[src/rtl/ps2_host_tx.sv]
// PS/2 host-to-device transmitter: inhibit, request-to-send, then shift an
// 11-bit frame out on device-generated clocks and check the device ACK.
module ps2_host_tx #(
    parameter int INHIBIT_CYCLES = 5000,
    parameter int TIMEOUT_CYCLES = 750000
) (
    input  logic       clk,
    input  logic       resetN,
    input  logic       tx_req,
    input  logic [7:0] tx_data,
    input  logic       ps2_clk_in,
    input  logic       ps2_data_in,
    output logic       ps2_clk_drive_low,
    output logic       ps2_data_drive_low,
    output logic       busy,
    output logic       tx_done,
    output logic       tx_error
);

    localparam int MAX_CNT = (INHIBIT_CYCLES > TIMEOUT_CYCLES) ? INHIBIT_CYCLES : TIMEOUT_CYCLES;
    localparam int CW      = $clog2(MAX_CNT + 1);
    localparam logic [CW-1:0] INH_LAST = CW'(INHIBIT_CYCLES - 1);
    localparam logic [CW-1:0] TO_LAST  = CW'(TIMEOUT_CYCLES - 1);

    typedef enum logic [2:0] {
        IDLE, INHIBIT, RTS, SEND, ACK, WAIT_IDLE
    } state_t;

    state_t        state_q, state_d;
    logic [10:0]   frame_q, frame_d;
    logic [3:0]    edge_cnt_q, edge_cnt_d;
    logic [CW-1:0] cnt_q, cnt_d, cnt_inc;
    logic          clk_drv_q, clk_drv_d;
    logic          data_drv_q, data_drv_d;
    logic          done_q, done_d;
    logic          err_q, err_d;

    logic [1:0]    clk_sync_q, data_sync_q;
    logic          clk_prev_q;
    logic          ps2_clk_s, ps2_data_s, ps2_fall;

    assign ps2_clk_s  = clk_sync_q[1];
    assign ps2_data_s = data_sync_q[1];
    assign ps2_fall   = clk_prev_q & ~ps2_clk_s;

    // Sync flops reset to 1 (idle bus) so reset release never looks like an edge.
    always_ff @(posedge clk or negedge resetN) begin
        if (!resetN) begin
            clk_sync_q  <= 2'b11;
            data_sync_q <= 2'b11;
            clk_prev_q  <= 1'b1;
        end else begin
            clk_sync_q  <= {clk_sync_q[0], ps2_clk_in};
            data_sync_q <= {data_sync_q[0], ps2_data_in};
            clk_prev_q  <= ps2_clk_s;
        end
    end

    always_comb begin
        state_d    = state_q;
        frame_d    = frame_q;
        edge_cnt_d = edge_cnt_q;
        cnt_d      = cnt_q;
        done_d     = 1'b0;
        err_d      = 1'b0;
        cnt_inc    = (&cnt_q) ? cnt_q : cnt_q + CW'(1);

        case (state_q)
            IDLE: begin
                cnt_d      = '0;
                edge_cnt_d = '0;
                if (tx_req) begin
                    frame_d = {1'b1, ~^tx_data, tx_data, 1'b0};
                    state_d = INHIBIT;
                end
            end
            INHIBIT: begin
                if (cnt_q == INH_LAST) begin
                    cnt_d   = '0;
                    state_d = RTS;
                end else begin
                    cnt_d = cnt_inc;
                end
            end
            RTS: begin
                cnt_d      = '0;
                edge_cnt_d = '0;
                state_d    = SEND;
            end
            SEND: begin
                if (ps2_fall) begin
                    cnt_d      = '0;
                    frame_d    = {1'b1, frame_q[10:1]};
                    edge_cnt_d = edge_cnt_q + 4'd1;
                    if (edge_cnt_q == 4'd9) state_d = ACK;
                end else if (cnt_q >= TO_LAST) begin
                    state_d = IDLE;
                    err_d   = 1'b1;
                end else begin
                    cnt_d = cnt_inc;
                end
            end
            ACK: begin
                if (ps2_fall) begin
                    cnt_d = '0;
                    if (!ps2_data_s) begin
                        state_d = WAIT_IDLE;
                    end else begin
                        state_d = IDLE;
                        err_d   = 1'b1;
                    end
                end else if (cnt_q >= TO_LAST) begin
                    state_d = IDLE;
                    err_d   = 1'b1;
                end else begin
                    cnt_d = cnt_inc;
                end
            end
            WAIT_IDLE: begin
                if (ps2_clk_s && ps2_data_s) begin
                    state_d = IDLE;
                    done_d  = 1'b1;
                end else if (ps2_fall) begin
                    cnt_d = '0;
                end else if (cnt_q >= TO_LAST) begin
                    state_d = IDLE;
                    err_d   = 1'b1;
                end else begin
                    cnt_d = cnt_inc;
                end
            end
            default: state_d = IDLE;
        endcase

        // Pad drives are registered from the next state so they never glitch.
        clk_drv_d  = (state_d == INHIBIT);
        data_drv_d = ((state_d == RTS) || (state_d == SEND)) && !frame_d[0];
    end

    always_ff @(posedge clk or negedge resetN) begin
        if (!resetN) begin
            state_q    <= IDLE;
            frame_q    <= '1;
            edge_cnt_q <= '0;
            cnt_q      <= '0;
            clk_drv_q  <= 1'b0;
            data_drv_q <= 1'b0;
            done_q     <= 1'b0;
            err_q      <= 1'b0;
        end else begin
            state_q    <= state_d;
            frame_q    <= frame_d;
            edge_cnt_q <= edge_cnt_d;
            cnt_q      <= cnt_d;
            clk_drv_q  <= clk_drv_d;
            data_drv_q <= data_drv_d;
            done_q     <= done_d;
            err_q      <= err_d;
        end
    end

    assign ps2_clk_drive_low  = clk_drv_q;
    assign ps2_data_drive_low = data_drv_q;
    assign busy               = (state_q != IDLE);
    assign tx_done            = done_q;
    assign tx_error           = err_q;

endmodule

[config.mk]
export PLATFORM = sky130hd
export DESIGN_NAME = ps2_host_tx
export DESIGN_NICKNAME = d
export VERILOG_FILES = /design/src/rtl/ps2_host_tx.sv
export SDC_FILE = /design/constraint.sdc
export NUM_CORES = 1
export LEC_CHECK = 0
export CORE_MARGIN = 2
export CORE_UTILIZATION = 35
export CTS_CLUSTER_SIZE = 16
export DETAILED_ROUTE_END_ITERATION = 12
export HOLD_SLACK_MARGIN = 0.12
export SETUP_SLACK_MARGIN = 0.1
export SYNTH_ARGS = -nofsm -noshare
export SYNTH_HDL_FRONTEND = slang
export SYNTH_SLANG_ARGS = --single-unit
[constraint.sdc]
create_clock -name clk -period 6.9 [get_ports clk]
set_input_delay 1.725 -clock clk [delete_from_list [all_inputs] [get_ports clk]]
set_output_delay 1.725 -clock clk [all_outputs]
set_load 0.02 [all_outputs]
Yosys cells after proc, flatten, opt, wreduce, memory -nomap -nowiden
Index checks and enable logic that the tools add are counted.

Word-level logic and storage cells: 75. Memory bits (read-only): 0. Input bits: 13. Memories kept: 0. Bits in writable memories: 0. Register bits: 47. Latch bits: 0.

Div/mod/pow operators: 0. Reductions and logical operators: 16. Bitwise gates (word level): 2. Shifts and indexed selects: 0. Add/sub/neg operators: 2. Equal/unequal tests: 13. Muxes and demuxes: 29. Multiply operators: 0. Magnitude comparators: 1.

Operators with widths (count): $mux 20 (5); $pmux 20 s4 (1); $mux 3 (9); $mux 11 (2); $pmux 11 s2 (1); $add 20x1->20 const B (1); $eq 20x13->1 const B (1); $ge 20x20->1 const B (1); $reduce_and 20->1 (1); $pmux 3 s6 (1); $eq 3x2->1 const B (4); $pmux 4 s2 (1); $reduce_xnor 8->1 (1); $mux 1 (7); $eq 3x1->1 const B (2); $eq 3x3->1 const B (2); $ne 2x2->1 const B (3); $add 4x1->4 const B (1); $eq 4x4->1 const B (1); $mux 4 (1); $reduce_and 2->1 (2); $reduce_bool 2->1 (2); $reduce_bool 4->1 (1); $reduce_or 2->1 (2); other kinds (9) (10).

Logic depth before layout (Yosys ltp)
Gate-level depths: netlist of run 1.

Depth in word-level cells: 8. Gate-level depth with buffers: 9. Depth with buffers taken out: 7.

Worst setup path before layout of run 1
OpenSTA, ideal clock, no wires.

Path kind: flip-flop to output port. Start: register state_q[0]. End: output port busy. Arrival: 1047 ps. Stages on the path, launching flop included: 3. Slack: 4128 ps. Path buffers: 1. Path through: dfrtp_1 clkbuf_1 or3_1.

Word-level cells in the longest chain between the ends: 1.

RTL lines: start: declaration (RTL line 29) `state_t state_q, state_d;`; start signal: assignment (RTL line 151) `state_q <= state_d;`; $reduce_bool 3->1 (RTL line 164) `assign busy = (state_q != IDLE);`; end: declaration (RTL line 15) `output logic busy,`.

Every way passes these cells.

Worst setup path in the final report of run 1
Start: register state_q[1]. End: output port busy.

Same word-level chain as after synthesis.

==> results of run 1 <==
## power by group through the flow
stage / clock, mW / sequential, mW / combinational (mW)
3_5_place_dp: 0 / 0.348 / 0.0837
5_1_grt: 0.196 / 0.349 / 0.0946
2_1_floorplan: 0 / 0.330 / 0.0715
3_3_place_gp: 0 / 0.348 / 0.0812
6_report: 0.174 / 0.344 / 0.0832
4_1_cts: 0.183 / 0.343 / 0.0838
## kinds of logic (layout without fill, tap and decap cells)
group | Yosys count | in the layout | share of synthesized area
AOI/OAI and AO/OA | 88 | 88 | 0.224
xor gates and xnor gates | 9 | 9 | 0.0301
adders and majority gates | 3 | 3 | 0.0143
buffers and inverters | 21 | 30 | 0.0377
DFF | 47 | 47 | 0.457
muxes | 2 | 2 | 0.00812
and+or+nand+nor | 118 | 118 | 0.229
## layout make-up
class,instances,share of cell area
multi-input cells,220,0.453
flip-flops and latches,47,0.409
repair buffers,18,0.0591
well taps,99,0.0424
clock buffers,5,0.0235
clock inverters,3,0.00771
inverters,4,0.00514
## Yosys cell counts, types with 2 or more instances
master	count
sky130_fd_sc_hd__nand2_1	38
sky130_fd_sc_hd__dfrtp_1	31
sky130_fd_sc_hd__nor2_1	19
sky130_fd_sc_hd__o21ai_0	18
sky130_fd_sc_hd__dfstp_2	16
sky130_fd_sc_hd__a21oi_1	14
sky130_fd_sc_hd__clkbuf_1	13
sky130_fd_sc_hd__o31ai_1	11
sky130_fd_sc_hd__a31oi_1	10
sky130_fd_sc_hd__nand3_1	10
sky130_fd_sc_hd__a22oi_1	9
sky130_fd_sc_hd__nand4_1	8
sky130_fd_sc_hd__nor3_1	8
sky130_fd_sc_hd__and3_1	7
sky130_fd_sc_hd__xnor2_1	7
sky130_fd_sc_hd__nor3b_1	5
sky130_fd_sc_hd__a41oi_1	4
sky130_fd_sc_hd__inv_1	4
sky130_fd_sc_hd__nand2b_1	4
sky130_fd_sc_hd__a21o_1	3
sky130_fd_sc_hd__ha_1	3
sky130_fd_sc_hd__nor2b_1	3
sky130_fd_sc_hd__o22a_1	3
sky130_fd_sc_hd__or3_1	3
sky130_fd_sc_hd__a31o_2	2
sky130_fd_sc_hd__and2_1	2
sky130_fd_sc_hd__and4_1	2
sky130_fd_sc_hd__buf_6	2
sky130_fd_sc_hd__nand3b_1	2
sky130_fd_sc_hd__o21ai_1	2
sky130_fd_sc_hd__o2bb2ai_1	2
sky130_fd_sc_hd__or2_2	2
sky130_fd_sc_hd__xor2_1	2
## worst max path at each step
stage,to,slack (ns),cells after the start
floorplan,busy,4.13,2
global placement,frame_q[4],3.45,6
detailed placement,frame_q[6],3.43,6
CTS,busy,3.32,2
global route,busy,3.24,2
finish,busy,3.32,2
## cell usage in the layout, fill, tap and decap left out, drive strengths merged, types with 10 or more instances in the layout
cell type	n
nor2	19
a31oi	10
clkdlybuf4s50	16
nand2	38
o31ai	11
a21oi	14
nand3	10
dfstp	16
o21ai	21
dfrtp	31
## worst max-delay path: stages, from the launching register on
cell and delay, ns:
sky130_fd_sc_hd__dfrtp_1 0.53, sky130_fd_sc_hd__or3_1 0.46, sky130_fd_sc_hd__clkdlybuf4s50_1 0.56
## layer usage
metal / wire length, microns / up-vias
met5: 0 / -
met1: 2860 / 1076
met3: 216 / 10
met4: 115 / 0
met2: 2640 / 54
li1: - / 1084
## state kept, by name (all words and copies together), names as in the netlist
name,cells
state_q,3
edge_cnt_q,4
ps2_data_drive_low,1
tx_done,1
ps2_clk_drive_low,1
tx_error,1
clk_prev_q,1
clk_sync_q,2
frame_q,11
cnt_q,20
data_sync_q,2
## through the flow
step                cells  area, sq um  hold WS (ns)  total power [mW]  setup WS, ns
finish                396         2920         0.363             0.601          3.32
global route          396         2920         0.371             0.639          3.24
CTS                   396         2920         0.364             0.609          3.32
detailed placement    388         2830         0.349             0.431          3.43
global placement      388         2830         0.347             0.429          3.45
floorplan             288         2620         0.345             0.402          4.13
==> flow_metrics.tcl, run 1 <==
set metrics [dict create \
    post_synth_top_area_share 0.296 \
    dr_iter_0_viols 134 \
    critPathCaptureType "primary output" \
    sequentialPowerShare 0.572 \
    power.combinational.fraction 0.138 \
    num_rows 31 \
    fin_nets 312 \
    floorplan.core_area_sq_um 7250 \
    first_pass_grt_wire_length_mm 10.2 \
    vias 2224 \
    root_buffer "sky130_fd_sc_hd__clkbuf_8" \
    critical_path.startpoint_type "register" \
    antenna_violations_before_repair 0 \
    cts-resized-gates 0 \
    gr-usage-met3 0.0267 \
    whs_path_depth 0 \
    timing.hold.worst.class "reg -> reg" \
    clock_skew_ns 0.00651 \
    final.fill_count 720 \
    critPathMaxFanout 12 \
    critical_path_class "reg -> out" \
    tritoncts.num_buffers 5 \
    globalplace.congestion 0.804 \
    io_buffer_count 17 \
    setup_violations 0 \
    final_util 0.403 \
    gr-usage-met1 0.209 \
    design.die.area_sq_um 8190 \
    busiest_layer "met2" \
    fraction_of_synthesis_flops_using_an_asynchronous_set_or_reset_pin 1.00 \
    synthesis.area_sq_um 2620 \
    wirelength_mm 5.84 \
    worst_r2r_endpoint "cnt_q[0]" \
    max_freq_mhz 279 \
    min_delay_worst_endpoint "data_sync_q[1]" \
    synth_top_area_cell "sky130_fd_sc_hd__dfrtp_1" \
    power.internal_mw 0.424 \
    post-route-period-util 0.519 \
    timing.max_slew.rel_slack 0.329 \
    netlist_top_cells_area "sky130_fd_sc_hd__dfrtp_1, sky130_fd_sc_hd__dfstp_2, sky130_fd_sc_hd__nand2_1, sky130_fd_sc_hd__o21ai_0, sky130_fd_sc_hd__o31ai_1" \
    tritoncts "built" \
    grt-ovfl-total 0 \
    h_tree_lvls 2 \
    worstPathRequired_ns 5.18 \
    yosys_warnings 0 \
    r2r.worst_path.cells 6 \
    max-vdd-ir-drop_mv 0.0832 \
    io-pin-count 18 \
    chipHeight_microns 90.5 \
    switching_share 0.295 \
    final-max-slew-violation-count 0 \
    ff_latch_area_sq_um 1200 \
    wp_data_arrival_ns 1.85 \
    cts.clk_slew.worst_paths_ns 0.10 \
    detail_route.vias_per_cell 5.62 \
    timing.final.hold_violations 0 \
    crit-reg2reg-launch "cnt_q[16]" \
    rrSetupSlack_ns 3.61 \
    grt.total_usage 0.150 \
    worst_skew_pair_latency_ns 0.31 \
    wl_per_cell_microns 14.7 \
    power.leakage_nw 1.19 \
    synth_enable_flop_cells 0 \
    areaGrowthSynthToFinish_pct 11.6 \
    crit_start "state_q[1]" \
    postSynthRegisterBits 47 \
    critical_hold_path_startpoint "data_sync_q[0]" \
    run_status "completed" \
    p_sw_mw 0.177 \
    chipWidth_microns 90.5 \
    timing.final.crit_period_ns 3.58 \
    synth.yosys.seq_area_share 0.457 \
    syn-mean-instance-area_sq_um 9.09 \
    fin_tns_setup_ns 0 \
    antennaDiodeCount 0 \
    post_route_cells_drive_above_1_share 0.111 \
    ctsLongestPathBuffers 2 \
    post-cts-setup-buffer-count 0 \
    drt.antenna.violating_nets 0 \
    syn-num-nets 304 \
    grt_setup_unrepaired "no" \
    maxCapViolCount 0 \
    tightest_slew_ns 1.00 \
    clkPwrFrac 0.289 \
    power.density_cell_area_nw_per_um2 206 \
    drc 0 \
    tritoncts_num_sinks 47 \
    ys_types 52 \
    most_used_dff_post_synth "sky130_fd_sc_hd__dfrtp_1" \
    postSynthCellCount 288 \
    footprint_of_the_multi_input_gates_sq_um 1320 \
    via_count_of_the_first_global_routing_pass 2074 \
    starting_density_of_the_core 0.361 \
    holdBufCountCts 0 \
    global_route.usage.met2 0.228 \
    drt_pass1_iterations 4 \
    grt_start_max_net_pins 48 \
    place_hpwl_mm 3.92 \
]
Power figures use the tool's default switching activity.
==> inputs of run 2 (changes only) <==
==> constraint.sdc (replaced) <==
create_clock -name clk -period 3.61 [get_ports clk]
set_input_delay 0.9025 -clock clk [delete_from_list [all_inputs] [get_ports clk]]
set_output_delay 0.9025 -clock clk [all_outputs]
set_load 0.02 [all_outputs]
==> run 2 against run 1 <==
Net effect:
- final area increased by 0.39%
- via count down 1.8%
- core utilization rose by 0.16 points
- critical path type unchanged
- hold slack worse by 0.0020 ns
- highest routed layer unchanged
- die area unchanged
- combinational power rose by 94%
- sequential share of layout area decreased by 0.16 points
- worst setup slack worse by 2.4 ns
- routed wire length shrank 1.9%
- sequential cell count stayed put
- largest power group unchanged
- largest cell class unchanged
==> flow_metrics.tcl, run 2 (synthesized netlist as in run 1, its figures left out) <==
set metrics [dict create \
    critPathMaxFanout 11 \
    first_pass_grt_wire_length_mm 10.1 \
    cts-resized-gates 0 \
    grt.total_usage 0.150 \
    critPathCaptureType "primary output" \
    max-vdd-ir-drop_mv 0.198 \
    power.leakage_nw 1.20 \
    pre_cts_ws_ns 0.939 \
    via_count_of_the_first_global_routing_pass 2134 \
    reg.largest.list "cnt_q: 20 flops, frame_q: 11 flops, edge_cnt_q: 4 flops" \
    h_tree_lvls 2 \
    io-pin-count 18 \
    crit_path_end "busy" \
    critical_path.startpoint_type "register" \
    worst_skew_pair_latency_ns 0.31 \
    fin_tns_setup_ns 0 \
    largest_register_ff_count 20 \
    max_freq_mhz 365 \
    final.fill_count 739 \
    grt_start_max_net_pins 48 \
    chipHeight_microns 90.5 \
    dp_cells 390 \
    place_hpwl_mm 3.93 \
    fin_area_sq_um 2930 \
    antenna_violations_before_repair 0 \
    vias 2184 \
    root_buffer "sky130_fd_sc_hd__clkbuf_8" \
    timing.final.hold_violations 0 \
    drt_pass1_iterations 4 \
    post-route-period-util 0.759 \
    ctsLongestPathBuffers 2 \
    design.die.area_sq_um 8190 \
    post-cts-setup-buffer-count 0 \
    critical_path_cell_count 2 \
    maxCapViolCount 0 \
    rrSetupSlack_ns 0.88 \
    fin_nets 314 \
    wl_per_cell_microns 14.4 \
    drt.antenna.violating_nets 0 \
    worst_r2r_endpoint "cnt_q[0]" \
    placement.cell_area_sq_um 2850 \
    holdBufCountCts 0 \
    max_stage_delay_ns 0.56 \
    critical_path.cell_chain "or3_1 > clkdlybuf4s50_1" \
    postLayoutSetupSlackWorst_ns 0.871 \
    r2r.worst_path.cells 6 \
    post_route_cells_drive_above_1_share 0.114 \
    run_status "completed" \
    worstPathRequired_ns 2.71 \
    setup_violations 0 \
    critical_hold_path_startpoint "data_sync_q[0]" \
    tightest_slew_ns 1.02 \
    critical_path_class "reg -> out" \
    whs_path_depth 0 \
    timing.final.crit_period_ns 2.74 \
    drc 0 \
    final_cell_count_no_fill 398 \
    areaGrowthSynthToFinish_pct 12.0 \
    grt_setup_unrepaired "no" \
    tritoncts "built" \
    dr_iter_0_viols 136 \
    worstPathBufferInverterCount 1 \
    mostFrequentLayoutCell "sky130_fd_sc_hd__nand2_1" \
    timing.max_slew.rel_slack 0.321 \
    tritoncts_num_sinks 47 \
    crit_path_top_delay_cell "sky130_fd_sc_hd__clkdlybuf4s50_1" \
    path_delay_family "buffers and inverters" \
    final-max-slew-violation-count 0 \
    grt-ovfl-total 0 \
    wirelength_mm 5.73 \
    detail_route.vias_per_cell 5.49 \
    regMostFlops "cnt_q" \
    globalplace.congestion 0.844 \
    post-layout-total-power_mw 1.14 \
    chipWidth_microns 90.5 \
    timing.hold.worst.class "reg -> reg" \
    starting_density_of_the_core 0.361 \
    clock_skew_ns 0.00996 \
    crit-reg2reg-launch "cnt_q[10]" \
    num_rows 31 \
    cts.clk_slew.worst_paths_ns 0.09 \
    antennaDiodeCount 0 \
    power.density_cell_area_nw_per_um2 389 \
    crit_start "state_q[0]" \
    wp_data_arrival_ns 1.84 \
    floorplan.core_area_sq_um 7250 \
    io_buffer_count 17 \
    tritoncts.num_buffers 5 \
    most-common-layout-cells "sky130_fd_sc_hd__nand2_1, sky130_fd_sc_hd__dfrtp_1, sky130_fd_sc_hd__nor2_1, sky130_fd_sc_hd__o21ai_0" \
]
[run 2: worst register-to-register path: stages, from the launching register on]
cell and delay (ns):
sky130_fd_sc_hd__dfrtp_1 0.44, sky130_fd_sc_hd__or2_2 0.34, sky130_fd_sc_hd__a311o_1 0.34, sky130_fd_sc_hd__o2111ai_1 0.38, sky130_fd_sc_hd__nand2_1 0.53, sky130_fd_sc_hd__or2_1 0.42, sky130_fd_sc_hd__a21o_1 0.18
[run 2: routing by layer]
| metal | track usage | vias to the layer above | wire length (microns) |
|---|---|---|---|
| met1 | 0.212 | 1033 | 2860 |
| met4 | 0.0679 | 0 | 105 |
| met3 | 0.0259 | 8 | 220 |
| met2 | 0.223 | 56 | 2550 |
| met5 | 0 | - | 0 |
| li1 | - | 1087 | - |
[run 2: report_power, final]
part / switching (mW) / internal [mW]
registers: 0.0631 / 0.592
logic: 0.0824 / 0.0786
clock network: 0.186 / 0.140
total: 0.332 / 0.811
[run 2: area by class of cell]
class,instances,area (sq um),share of cell area
clock buffers,6,72.6,0.0247
clock inverters,2,15.0,0.00512
inverters,4,15.0,0.00512
multi-input cells,220,1320,0.451
flip-flops and latches,47,1200,0.408
well taps,99,124,0.0422
repair buffers,20,188,0.0640
[run 2: per-stage QoR]
step           hold WS (ns)   util
2_1_floorplan         0.345      -
3_3_place_gp          0.348  0.392
3_5_place_dp          0.347  0.392
4_1_cts               0.361  0.405
5_1_grt               0.371  0.405
6_report              0.361  0.405
[run 2: worst min-delay path by stage]
| stage | slack [ns] | endpoint |
|---|---|---|
| after floorplan | 0.35 | clk_sync_q[1] |
| after global placement | 0.35 | data_sync_q[1] |
| after detailed placement | 0.35 | data_sync_q[1] |
| after CTS | 0.36 | data_sync_q[1] |
| after global routing | 0.37 | data_sync_q[1] |
| final | 0.36 | data_sync_q[1] |
==> inputs of run 3 (changes only) <==
==> constraint.sdc (replaced) <==
create_clock -name clk -period 2.7 [get_ports clk]
set_input_delay 0.675 -clock clk [delete_from_list [all_inputs] [get_ports clk]]
set_output_delay 0.675 -clock clk [all_outputs]
set_load 0.02 [all_outputs]
==> run 3 against run 2 <==
Net effect:
- first-iteration DRC count grew 26%
- sequential power grew 34%
- combinational power grew 34%
- non-clock buffer count grew 11
- die area is the same
- sequential share of layout area shrank 1.7 points
- critical path type unchanged
- largest power group unchanged
==> flow_metrics.tcl, run 3 (synthesized netlist as in run 1, its figures left out) <==
set metrics [dict create \
    run_status "completed" \
    critical_path.cell_chain "or3_1 > clkdlybuf4s50_1" \
    grt_setup_unrepaired "no" \
    grt.total_usage 0.150 \
    worstPathRequired_ns 2.03 \
    h_tree_lvls 2 \
    first_pass_grt_wire_length_mm 10.2 \
    reg.largest.list "cnt_q: 20 flops, frame_q: 11 flops, edge_cnt_q: 4 flops" \
    detail_route.vias_per_cell 5.52 \
    max_freq_mhz 399 \
    timing.final.crit_period_ns 2.51 \
    final-max-slew-violation-count 0 \
    r2r.worst_path.cells 7 \
    ctsLongestPathBuffers 2 \
    tightest_slew_ns 0.910 \
    place_hpwl_mm 4.12 \
    max-vdd-ir-drop_mv 0.239 \
    power.internal_mw 1.20 \
    antennaDiodeCount 0 \
    drt_pass1_iterations 4 \
    placement.cell_area_sq_um 2930 \
    sequentialPowerShare 0.536 \
    drc 0 \
    setup_violations 0 \
    critical_path.startpoint_type "register" \
    root_buffer "sky130_fd_sc_hd__clkbuf_8" \
    worst_skew_pair_latency_ns 0.30 \
    fin_tns_setup_ns 0 \
    clkPwrFrac 0.332 \
    tritoncts_num_sinks 47 \
    mostFrequentLayoutCell "sky130_fd_sc_hd__nand2_1" \
    io_buffer_count 17 \
    most-common-layout-cells "sky130_fd_sc_hd__nand2_1, sky130_fd_sc_hd__dfrtp_1, sky130_fd_sc_hd__nor2_1, sky130_fd_sc_hd__o21ai_0" \
    wl_per_cell_microns 14.5 \
    io-pin-count 18 \
    timing.max_slew.rel_slack 0.393 \
    maxCapViolCount 0 \
    cts.clk_slew.worst_paths_ns 0.09 \
    post_route_cells_drive_above_1_share 0.155 \
    drt.antenna.violating_nets 0 \
    fin_area_sq_um 3070 \
    design.die.area_sq_um 8190 \
    whs_path_depth 0 \
    grt-ovfl-total 0 \
    power.leakage_nw 1.27 \
    dr_iter_0_viols 172 \
    fin_nets 325 \
    areaGrowthSynthToFinish_pct 17.2 \
    wp_data_arrival_ns 1.83 \
    switching_share 0.270 \
    power.combinational.fraction 0.132 \
    regMostFlops "cnt_q" \
    tritoncts.num_buffers 5 \
    wirelength_mm 5.93 \
    vias 2256 \
    floorplan.core_area_sq_um 7250 \
    power.density_cell_area_nw_per_um2 534 \
    critical_path_class "reg -> out" \
    grt_start_max_net_pins 41 \
    post-route-period-util 0.929 \
    p_sw_mw 0.443 \
    critPathMaxFanout 11 \
    chipWidth_microns 90.5 \
    timing.final.hold_violations 0 \
    via_count_of_the_first_global_routing_pass 2077 \
    starting_density_of_the_core 0.361 \
    crit_path_top_delay_cell "sky130_fd_sc_hd__clkdlybuf4s50_1" \
    clock_skew_ns 0.00723 \
    largest_register_ff_count 20 \
    critPathCaptureType "primary output" \
    globalplace.congestion 0.887 \
    timing.hold.worst.class "reg -> reg" \
    antenna_violations_before_repair 0 \
    max_stage_delay_ns 0.56 \
    num_rows 31 \
    tritoncts "built" \
    chipHeight_microns 90.5 \
]
-- run 3: cell types whose count changed in the layout (fill, tap and decap cells not counted), moves of 2 or more --
cell / before / now
sky130_fd_sc_hd__buf_4: 3 / 13
sky130_fd_sc_hd__dfrtp_2: 0 / 2
sky130_fd_sc_hd__clkbuf_16: 0 / 2
sky130_fd_sc_hd__dfrtp_1: 31 / 29
-- run 3: metal layers --
layer	up-vias	routed length [microns]	track usage
met5	-	0	0
met4	0	79	0.0474
met3	6	171	0.0234
met2	43	2680	0.227
met1	1101	2990	0.218
li1	1106	-	-
-- run 3: final cells by class --
class | count | area [sq um]
Clock inverter | 1 | 6.26
Multi-Input combinational cell | 220 | 1330
Clock buffer | 7 | 119
Tap cell | 99 | 124
Fill cell | 726 | 4190
Inverter | 4 | 15.0
Timing Repair Buffer | 31 | 274
Sequential cell | 47 | 1200
-- run 3: worst max-delay path, delay by kind of cell (launching register included) --
| family | cells | cell delay [ns] |
|---|---|---|
| simple gates | 1 | 0.46 |
| flops | 1 | 0.51 |
| buf+inv | 1 | 0.56 |
-- run 3: power groups by stage --
stage	sequential, mW	combinational [mW]	clock (mW)
6_report	0.878	0.216	0.544
4_1_cts	0.874	0.217	0.567
5_1_grt	0.891	0.248	0.594
3_3_place_gp	0.884	0.212	0
2_1_floorplan	0.845	0.183	0
3_5_place_dp	0.885	0.216	0
-- run 3: repair_timing --
item,CTS,global route
setup buffers,0,0
resized for setup,0,4
hold buffers,0,0
endpoints found under the setup margin,0,3
-- run 3: path summary, 6_finish.rpt --
path | startpoint | end | slack, ns
worst max-delay path | state_q[0] | busy | 0.19
max in group asynchronous | resetN | clk_sync_q[0] | 1.48
worst max register to register | cnt_q[17] | cnt_q[9] | 0.26
worst min register to register | clk_sync_q[0] | clk_sync_q[1] | 0.36
worst min-delay path | clk_sync_q[0] | clk_sync_q[1] | 0.36
min in group asynchronous | resetN | edge_cnt_q[3] | 0.50
-- run 3: stage by stage --
step                      worst slack, ns  power (mW)  hold WS (ns)   util  instances
after floorplan                     0.344        1.03         0.345      -        288
after global placement              0.342        1.10         0.348  0.404        401
after detailed placement            0.279        1.10         0.351  0.404        401
after CTS                           0.185        1.66         0.365  0.421        409
after global routing                0.109        1.73         0.372  0.423        409
final                               0.191        1.64         0.363  0.423        409
